File: config.mk
export PLATFORM = sky130hd
export DESIGN_NAME = issue_sched
export DESIGN_NICKNAME = d
export VERILOG_FILES = /design/src/rtl/issue_pkg.sv /design/src/rtl/issue_pick.sv /design/src/rtl/issue_sched.sv
export SDC_FILE = /design/constraint.sdc
export NUM_CORES = 1
export LEC_CHECK = 0
export ABC_AREA = 1
export CAP_MARGIN = 20
export CELL_PAD_IN_SITES_DETAIL_PLACEMENT = 0
export CELL_PAD_IN_SITES_GLOBAL_PLACEMENT = 1
export CORE_UTILIZATION = 40
export DETAILED_ROUTE_END_ITERATION = 10
export HOLD_SLACK_MARGIN = 0.03
export PLACE_DENSITY_LB_ADDON = 0.1
export SYNTH_ARGS = -nofsm -noshare
export SYNTH_HDL_FRONTEND = slang
export SYNTH_HIERARCHICAL = 1
export SYNTH_SLANG_ARGS = --single-unit
File: constraint.sdc
create_clock -name clk -period 11.3 [get_ports clk]
set_input_delay 2.26 -clock clk [delete_from_list [all_inputs] [get_ports clk]]
set_output_delay 2.26 -clock clk [all_outputs]
set_load 0.01 [all_outputs]
File: src/rtl/issue_pkg.sv
// -----------------------------------------------------------------------------
// issue_pkg
// Shared definitions for the issue scheduler: op/unit type codes and the
// age helper used to rotate the eligible vector so the commit head is age 0.
// -----------------------------------------------------------------------------
package issue_pkg;

  localparam int OP_TYPE_W = 2;

  typedef logic [OP_TYPE_W-1:0] op_type_t;

  localparam op_type_t TYPE_ALU   = 2'd0;
  localparam op_type_t TYPE_SHIFT = 2'd1;
  localparam op_type_t TYPE_MUL   = 2'd2;
  localparam op_type_t TYPE_BR    = 2'd3;

  // Age of commit entry idx relative to head in a ring of n entries
  // (n a power of 2, so the mask is the modulo).
  function automatic int unsigned age_of(input int unsigned idx,
                                         input int unsigned head,
                                         input int unsigned n);
    return (idx - head) & (n - 1);
  endfunction

endpackage

File: src/rtl/issue_pick.sv
// -----------------------------------------------------------------------------
// issue_pick
// Oldest-candidate picker: bit 0 of cand_i is the oldest slot.
// Ports:
//   cand_i   - candidate vector, age-ordered (bit i = age i)
//   onehot_o - one-hot of the lowest set candidate bit
//   idx_o    - encoded position of that bit
//   valid_o  - any candidate present
// -----------------------------------------------------------------------------
module issue_pick #(
  parameter int NCOMMIT  = 32,
  parameter int LNCOMMIT = $clog2(NCOMMIT)
) (
  input  logic [NCOMMIT-1:0]  cand_i,
  output logic [NCOMMIT-1:0]  onehot_o,
  output logic [LNCOMMIT-1:0] idx_o,
  output logic                valid_o
);

  // NOTE: every output gets a default before the loop, so no path leaves a
  // value unassigned and no latch is inferred.
  always_comb begin
    onehot_o = '0;
    idx_o    = '0;
    valid_o  = 1'b0;
    for (int i = 0; i < NCOMMIT; i++) begin
      if (cand_i[i] && !valid_o) begin
        onehot_o[i] = 1'b1;
        idx_o       = LNCOMMIT'(i);
        valid_o     = 1'b1;
      end
    end
  end

endmodule

File: src/rtl/issue_sched.sv
// -----------------------------------------------------------------------------
// issue_sched
// Age-ordered issue scheduler. Each cycle, units 0..NUNIT-1 in turn pick the
// oldest eligible entry of their type that no lower unit has taken, and the
// grants are registered. A pending mask blocks re-issue until the entry's
// ready bit is seen low.
//
// Build option: ISSUE_AGE_ORDER_EN
//   defined   - age is relative to commit_head (eligible vector rotated)
//   undefined - lowest index first, commit_head ignored
//
// Ports:
//   clk, reset (async, active-low)
//   commit_head  - index of the oldest live commit entry
//   entry_ready  - per-entry ready for issue
//   entry_type   - per-entry type code, LNTYPE bits each
//   unit_avail   - per-unit can accept an op next cycle
//   flush        - drops grants and clears the pending mask
//   issue_valid  - registered grant per unit
//   issue_addr   - registered commit index per unit (0 when no grant)
// -----------------------------------------------------------------------------
module issue_sched
  import issue_pkg::*;
#(
  parameter int NCOMMIT  = 32,
  parameter int LNCOMMIT = $clog2(NCOMMIT),
  parameter int NUNIT    = 4,
  parameter int LNTYPE   = 2,
  parameter logic [NUNIT*LNTYPE-1:0] UNIT_TYPES = {TYPE_BR, TYPE_MUL, TYPE_SHIFT, TYPE_ALU}
) (
  input  logic                        clk,
  input  logic                        reset,
  input  logic [LNCOMMIT-1:0]         commit_head,
  input  logic [NCOMMIT-1:0]          entry_ready,
  input  logic [NCOMMIT*LNTYPE-1:0]   entry_type,
  input  logic [NUNIT-1:0]            unit_avail,
  input  logic                        flush,
  output logic [NUNIT-1:0]            issue_valid,
  output logic [NUNIT*LNCOMMIT-1:0]   issue_addr
);

  logic [NCOMMIT-1:0]        pend_q, pend_d;
  logic [NCOMMIT-1:0]        elig;
  logic [NUNIT-1:0]          valid_q, valid_d;
  logic [NUNIT*LNCOMMIT-1:0] addr_q, addr_d;
  logic [NUNIT-1:0]          grant;
  logic [NUNIT*LNCOMMIT-1:0] grant_addr;

  assign elig = entry_ready & ~pend_q;

`ifndef ISSUE_AGE_ORDER_EN
  logic unused_head;
  assign unused_head = ^commit_head;
`endif

  // Priority chain: each unit sees the entries taken by the units before it.
  // An unavailable unit takes nothing, leaving its candidate to later units.
  for (genvar u = 0; u < NUNIT; u++) begin : g_unit
    logic [NCOMMIT-1:0]  taken_in, taken_out;
    logic [NCOMMIT-1:0]  cand, cand_rot, pick_oh_rot, pick_oh;
    logic [LNCOMMIT-1:0] pick_age, pick_idx;
    logic                pick_vld, gnt;

    if (u == 0) begin : g_first
      assign taken_in = '0;
    end else begin : g_chain
      assign taken_in = g_unit[u-1].taken_out;
    end

    always_comb begin
      cand = '0;
      for (int i = 0; i < NCOMMIT; i++) begin
        cand[i] = elig[i] & ~taken_in[i] &
                  (entry_type[i*LNTYPE +: LNTYPE] == UNIT_TYPES[u*LNTYPE +: LNTYPE]);
      end
    end

`ifdef ISSUE_AGE_ORDER_EN
    // Rotate right by the head so bit 0 is the head entry; the winner is
    // rotated back the same way.
    always_comb begin
      cand_rot = '0;
      for (int i = 0; i < NCOMMIT; i++) begin
        cand_rot[LNCOMMIT'(age_of(i, 32'(commit_head), NCOMMIT))] = cand[i];
      end
    end

    always_comb begin
      pick_oh = '0;
      for (int i = 0; i < NCOMMIT; i++) begin
        pick_oh[i] = pick_oh_rot[LNCOMMIT'(age_of(i, 32'(commit_head), NCOMMIT))];
      end
    end

    // Wraps naturally in LNCOMMIT bits since NCOMMIT is a power of 2.
    assign pick_idx = pick_age + commit_head;
`else
    assign cand_rot = cand;
    assign pick_oh  = pick_oh_rot;
    assign pick_idx = pick_age;
`endif

    issue_pick #(
      .NCOMMIT  (NCOMMIT),
      .LNCOMMIT (LNCOMMIT)
    ) u_pick (
      .cand_i   (cand_rot),
      .onehot_o (pick_oh_rot),
      .idx_o    (pick_age),
      .valid_o  (pick_vld)
    );

    assign gnt       = pick_vld & unit_avail[u];
    assign taken_out = taken_in | (gnt ? pick_oh : '0);
    assign grant[u]  = gnt;
    assign grant_addr[u*LNCOMMIT +: LNCOMMIT] = gnt ? pick_idx : '0;
  end

  // A pending bit survives only while ready stays high; a new grant wins
  // over a same-cycle clear. Flush overrides everything.
  always_comb begin
    valid_d = grant;
    addr_d  = grant_addr;
    pend_d  = (pend_q & entry_ready) | g_unit[NUNIT-1].taken_out;
    if (flush) begin
      valid_d = '0;
      addr_d  = '0;
      pend_d  = '0;
    end
  end

  // NOTE: state registers use non-blocking assignments so every flop samples
  // the pre-edge value of every other flop.
  always_ff @(posedge clk or negedge reset) begin
    if (!reset) begin
      valid_q <= '0;
      addr_q  <= '0;
      pend_q  <= '0;
    end else begin
      valid_q <= valid_d;
      addr_q  <= addr_d;
      pend_q  <= pend_d;
    end
  end

  assign issue_valid = valid_q;
  assign issue_addr  = addr_q;

endmodule

Word level (Yosys, flattened, before mapping). Cells that the tools add are included.

Flip-flop bits (word level): 56. Output and inout bits: 24. Logic and storage cells: 1097.

Eq/ne operators: 96. Mux-type cells: 387. Bitwise logic cells: 331. Reductions and logical operators: 280.

Operators with widths (number): $mux W5 (68); $mux W1 (256); $and A1 B1 Y1 (228); $mux W32 (5); $mux W4 (33); $eq A2 B2 Y1 const B (64); $or A32 B32 Y32 (4); $logic_and A1 B1 Y1 (124); $logic_not A1 Y1 (124); $not A1 Y1 (96); $and A32 B32 Y32 (2); $eq A2 B1 Y1 const B (32); $logic_not A2 Y1 (32); $mux W3 (16); $not A32 Y32 (1); $mux W20 (1); $mux W2 (8).

Depth between registers and ports, before layout.
Depth after elaboration: 401. Mapped depth: 89. Mapped depth without buffers: 82.

Cells and area by module. Netlist, hierarchy kept.

By module, submodules not included: issue_sched (instances 1, cells an instance 774, area an instance 5676.7 µm²); issue_pick (instances 4, cells an instance 134, area an instance 793.3 µm²).

Worst setup path after synthesis. OpenSTA, ideal clock, no wires.

Path type: input to register. Start point: input port entry_ready[1]. End point: register pend_q[5]. Setup time: 121 ps. Data arrival time: 10870 ps. Data required time: 11179 ps. Slack: 309 ps. Stages: 88. Path buffers: 8. Cell sequence: nand2_1 or2_2 nor2_1 nor2_4 nand3_2 nor2_4 nand4_4 nor2_4 nand4_4 nor2_4 nand4_4 nor2_4 nand4_4 nor2_4 nand4_4 nor2_4 nand3_4 nor2_8 [52 not listed] nor2_4 nand4_4 nor2_4 nand4_4 nor2_4 nand4_4 nor2_4 nand4_4 nor2_4 nand3_4 nor2_8 nand4_1 buf_2 buf_4 nand3_1 o21ai_1 nor2_2 nor2_2.

Elaborated cells between the ends (all ways): 771. Those cells by class: mux (226); bitwise (298); reduce/logical (247).

RTL lines: start: declaration (line issue_sched.sv:34) `input logic [NCOMMIT-1:0] entry_ready,`; $and A32 B32 Y32 (*) (line issue_sched.sv:49) `assign elig = entry_ready & ~pend_q;`; $and A1 B1 Y1 (*) (line issue_sched.sv:73) `cand[i] = elig[i] & ~taken_in[i] &`; net g_unit[0].cand[1] (line issue_sched.sv:60) `logic [NCOMMIT-1:0] cand, cand_rot, pick_oh_rot, pick_oh;`; $logic_and A1 B1 Y1 (*) (line issue_pick.sv:27) `if (cand_i[i] && !valid_o) begin`; $mux W1 (*) (line issue_pick.sv:27); $logic_not A1 Y1 (line issue_pick.sv:27); $logic_and A1 B1 Y1 (line issue_pick.sv:27); $mux W1 (*) (line issue_pick.sv:27); [87 not listed]; net g_unit[0].pick_vld (line issue_sched.sv:62) `logic pick_vld, gnt;`; [5 not listed]; net g_unit[1].cand[1] (line issue_sched.sv:60); [92 not listed]; net g_unit[1].pick_vld (line issue_sched.sv:62); [6 not listed]; net g_unit[2].cand[3] (line issue_sched.sv:60); [86 not listed]; net g_unit[2].pick_vld (line issue_sched.sv:62); [6 not listed]; net g_unit[3].cand[1] (line issue_sched.sv:60); [91 not listed]; $mux W1 (*) (line issue_pick.sv:27); net g_unit[3].pick_vld (line issue_sched.sv:62); $and A1 B1 Y1 (*) (line issue_sched.sv:113) `assign gnt = pick_vld & unit_avail[u];`; $mux W32 (*) (line issue_sched.sv:114) `assign taken_out = taken_in | (gnt ? pick_oh : '0);`; $or A32 B32 Y32 (*) (line issue_sched.sv:114); $or A32 B32 Y32 (*) (line issue_sched.sv:124) `pend_d = (pend_q & entry_ready) | g_unit[NUNIT-1].taken_out;`; $mux W32 (*) (line issue_sched.sv:125) `if (flush) begin`; net pend_d[5] (line issue_sched.sv:42) `logic [NCOMMIT-1:0] pend_q, pend_d;`; end signal: assignment (line issue_sched.sv:142) `pend_q <= pend_d;`; end: declaration (line issue_sched.sv:42).

The timed path passes the listed nets; every way through them passes the cells marked *.

Final worst setup path.
Start point: input port entry_ready[3]. End point: register pend_q[17].

Elaborated cells between the ends (all ways): 763. Those cells by class: mux (222); bitwise (298); reduce/logical (243).

RTL lines (line): $and A32 B32 Y32 (*) (issue_sched.sv:49); $and A1 B1 Y1 (issue_sched.sv:73); $logic_and A1 B1 Y1 (issue_pick.sv:27); $mux W1 (issue_pick.sv:27); $logic_not A1 Y1 (issue_pick.sv:27); $logic_and A1 B1 Y1 (issue_pick.sv:27); $mux W1 (issue_pick.sv:27); $logic_not A1 Y1 (issue_pick.sv:27); [185 not listed]; net g_unit[2].cand[3] (issue_sched.sv:60); [86 not listed]; net g_unit[2].pick_vld (issue_sched.sv:62); [6 not listed]; net g_unit[3].cand[3] (issue_sched.sv:60); [85 not listed]; $mux W1 (*) (issue_pick.sv:27); net g_unit[3].pick_vld (issue_sched.sv:62); $and A1 B1 Y1 (*) (issue_sched.sv:113); $mux W32 (*) (issue_sched.sv:114); $or A32 B32 Y32 (*) (issue_sched.sv:114); $or A32 B32 Y32 (*) (issue_sched.sv:124); $mux W32 (*) (issue_sched.sv:125); net pend_d[17] (issue_sched.sv:42).

Marked as above.

==> flow_summary.yaml <==
outcome:
  outcome: "complete, but fails checks"
  failed_checks: "setup timing"
die:
  die_x_um: 150.7
  row_count: 54
  initial_utilization: 0.4068
  die_area_um2: 22720
  io_pins: 132
  die_h_um: 150.7
  core_area_um2: 21760
timing:
  period_share: 1.007
  skew_ns: 0.01431
  setup_viol: 14
  setup_slack_ns: -0.08093
  worst_slew_pin_slew_ns: 1.263
  drv_slew: 0
  max_slew_margin: 0.1581
  fmax_mhz: 87.87
  whs_ns: 0.5884
  hold_viol_final: 0
  period_needed_ns: 11.38
  rsz0062_at_grt: "true"
critical_path:
  critPathTopFamily: "buffers and inverters"
  crit_required_ns: 11.49
  timing.rr.end: "pend_q[17]"
  slowest_delay_ns: 0.20
  end_kind: "register"
  rr_startpoint: "pend_q[3]"
  cp_common_cell: "buf_4"
  startpoint_type: "input port"
  rr_worst_depth: 82
  cp_max_fo: 8
  critPathArrivalTime_ns: 11.57
  slowest_stage: "nor3_4"
  regToRegSetupSlack_ns: 1.52
  worst-path-buf-inv: 43
  crit_type: "input port to register"
detailed_routing:
  wl_per_cell_um: 15.99
  wirelength_um: 33960
  drtIter0Drc: 686
  ant_nets: 0
  viasPerCell: 5.032
  drc_errors: 0
  vias: 10690
  first_pass_iters: 5
pwr:
  switching_share: 0.4084
  seq_power_share: 0.244
  p_sw_uw: 362.8
  p_per_area_nw_per_um2: 61.38
  clkPwrFrac: 0.199
  comb_power_share: 0.558
  peakVddDrop_uv: 54.13
  p_int_uw: 525.7
  leakagePower_uw: 0.007002
yosys:
  yosysTopAreaCell: "dfrtp_1"
  synth_mux_area_frac: 0
  yosysSeqAreaShare: 0.1583
  synth_top_family_by_area: "simple AND/OR/NAND/NOR gates"
  ys_seq_elements: 56
  syn-num-nets: 1418
  synth_top_area_share: 0.1583
  synth-xor-area-share: 0
  synthDistinctLibCells: 27
  yosys.area_share.adder: 0
  synth_cells: 1310
  synth-compound-area-share: 0.02262
  synth-simple-area-share: 0.6533
  syn_area_um2: 8850
  synth_area_per_cell_um2: 6.756
  netlist_top_cells_area: "dfrtp_1 16%, inv_1 11%, nor2_1 10%"
  yosys_warnings: 6
clock_network:
  clk_latency_ns: 0.32
  cts.clk_slew.worst_paths_ns: 0.09
  cts_max_level: 2
  cts_hold_buf: 0
  cts.sinks: 56
  cts.path.max_buffers: 2
  cts_buffers: 5
  cts_root_buf: "clkbuf_16"
  cts_tree: "built"
hold_path:
  hold_start: "pend_q[31]"
  hold_end: "pend_q[31]"
  min_path_type: "register to register"
  hold_depth: 4
job:
  max_cap_violations: 0
cells_and_area:
  area_growth_syn_to_layout_pct: 63.57
  final_cells: 2124
  fillCellCount: 1882
  drive_gt1_frac: 0.4604
  fin_util: 0.6653
  nets: 1951
  final_area_um2: 14480
  antenna_cells: 0
grt:
  grt_max_degree: 57
  antenna_found_initial: 1
  grt_pass1_vias: 10140
  grt_pass1_wl_um: 50320
  globalRouteTotalUtil: 0.2912
  overflow: 0
place:
  placedCellCount: 2001
  dpl-instance-area_um2: 12460
  port-buffer-count: 126
  dpl.hpwl_um: 25140
  gp_congestion: 0.9216
## area by class of cell
cell class | instances | area, um2 | share of cell area
clock inverters | 3 | 22.52 | 0.001556
flip-flops and latches | 56 | 1401 | 0.09681
inverters | 271 | 1027 | 0.07097
repair buffers | 566 | 4725 | 0.3264
multi-input cells | 943 | 6824 | 0.4714
well taps | 280 | 350.3 | 0.02420
clock buffers | 5 | 125.1 | 0.008644
## metrics by stage
step | total power [uW] | setup slack, ns | setup TNS [ns]
floorplan | 437.4 | 0.3089 | 0
global placement | 623.4 | -0.6914 | -23.29
detailed placement | 627.5 | -0.8978 | -30.91
CTS | 849.2 | -0.09386 | -0.9973
global route | 936.7 | -0.6294 | -16.79
finish | 888.5 | -0.08093 | -0.5519
## worst max-delay path by stage
stage / start / slack [ns] / to / cells past startpoint
2_1_floorplan: entry_ready[1] / 0.31 / pend_q[5] / 88
3_3_place_gp: entry_ready[0] / -0.69 / pend_q[12] / 86
3_5_place_dp: entry_ready[0] / -0.90 / pend_q[13] / 86
4_1_cts: entry_ready[3] / -0.09 / pend_q[13] / 89
5_1_grt: entry_ready[3] / -0.63 / issue_addr[16] / 86
6_report: entry_ready[3] / -0.08 / pend_q[17] / 84
## worst register-to-register path: cells and delay by family, from the launching register on
| family | cells | cell delay [ns] |
|---|---|---|
| buffers and inverters | 41 | 5.19 |
| flip-flops | 1 | 0.42 |
| AND/OR/NAND/NOR | 41 | 4.04 |
## power by group through the flow
stage	Combinational, uW	Clock (uW)	Sequential [uW]
3_5_place_dp	409	0	219
4_1_cts	451	183	215
2_1_floorplan	216	0	221
6_report	496	176	216
5_1_grt	532	188	218
3_3_place_gp	405	0	219
## state kept, by name, indices dropped and copies added, names as in the netlist
| name | flops |
|---|---|
| issue_valid | 4 |
| pend_q | 32 |
| issue_addr | 20 |
## synth_stat cells
master	number
inv_1	271
nor2_1	236
nand3_1	150
nand2_1	148
nand3_2	65
dfrtp_1	56
nor4_1	51
nor2_2	49
nor3_1	44
nand4_1	36
nor3_2	36
nand3_4	29
nor2_4	28
nand4_4	24
buf_4	15
o21ai_0	10
buf_12	9
buf_6	9
a31oi_1	8
or2_2	7
o21ai_1	6
buf_2	5
nor2_8	4
nor3b_2	4
o2111ai_1	4
o41ai_1	4
buf_8	2
## metal layers
metal / wire length [um] / share of wire / GRT usage
met1: 14180 / 0.42 / 0.3486
met2: 17120 / 0.50 / 0.5174
met3: 1151 / 0.034 / 0.02970
met4: 1497 / 0.044 / 0.1385
met5: 13 / 0.00038 / 0
## placed cells by master, fill, tap and decap left out, types with 2 or more instances in the layout
cell type and count:
buf_4 424, inv_1 245, nor2_1 216, nand2_1 125, nand3_1 103, nand3_2 94, clkdlybuf4s50_1 90, dfrtp_1 56
nor2_2 54, nand3_4 47, nor2_4 43, nor4_1 39, nor3_2 38, nand4_1 36, nor3_1 34, dlymetal6s2s_1 25
nand4_4 24, inv_2 22, nand2_2 20, buf_6 14, nor3_4 8, a31oi_1 8, nor4_4 7, o21ai_0 7
o21ai_2 6, or2_2 6, clkbuf_16 6, nor4_2 5, buf_12 5, inv_4 4, nor2_8 4, o41ai_1 4
o2111ai_1 4, buf_2 4, nand2_4 3, o21ai_1 3, nor3b_4 2, nor3b_2 2, clkbuf_2 2
## cell families (layout without fill, tap and decap cells)
logic type,after synthesis,in the layout
simple gates,911,911
buf+inv,311,845
flops,56,56
compound gates,32,32
## timing repair
| action | CTS | global route |
|---|---|---|
| gates cloned | 1 | 1 |
| endpoints found under the setup margin | 38 | 38 |
| resized for setup | 70 | 203 |
| setup buffers | 83 | 33 |
| pin swaps | 24 | 106 |
(Power assumes the default switching activity.)
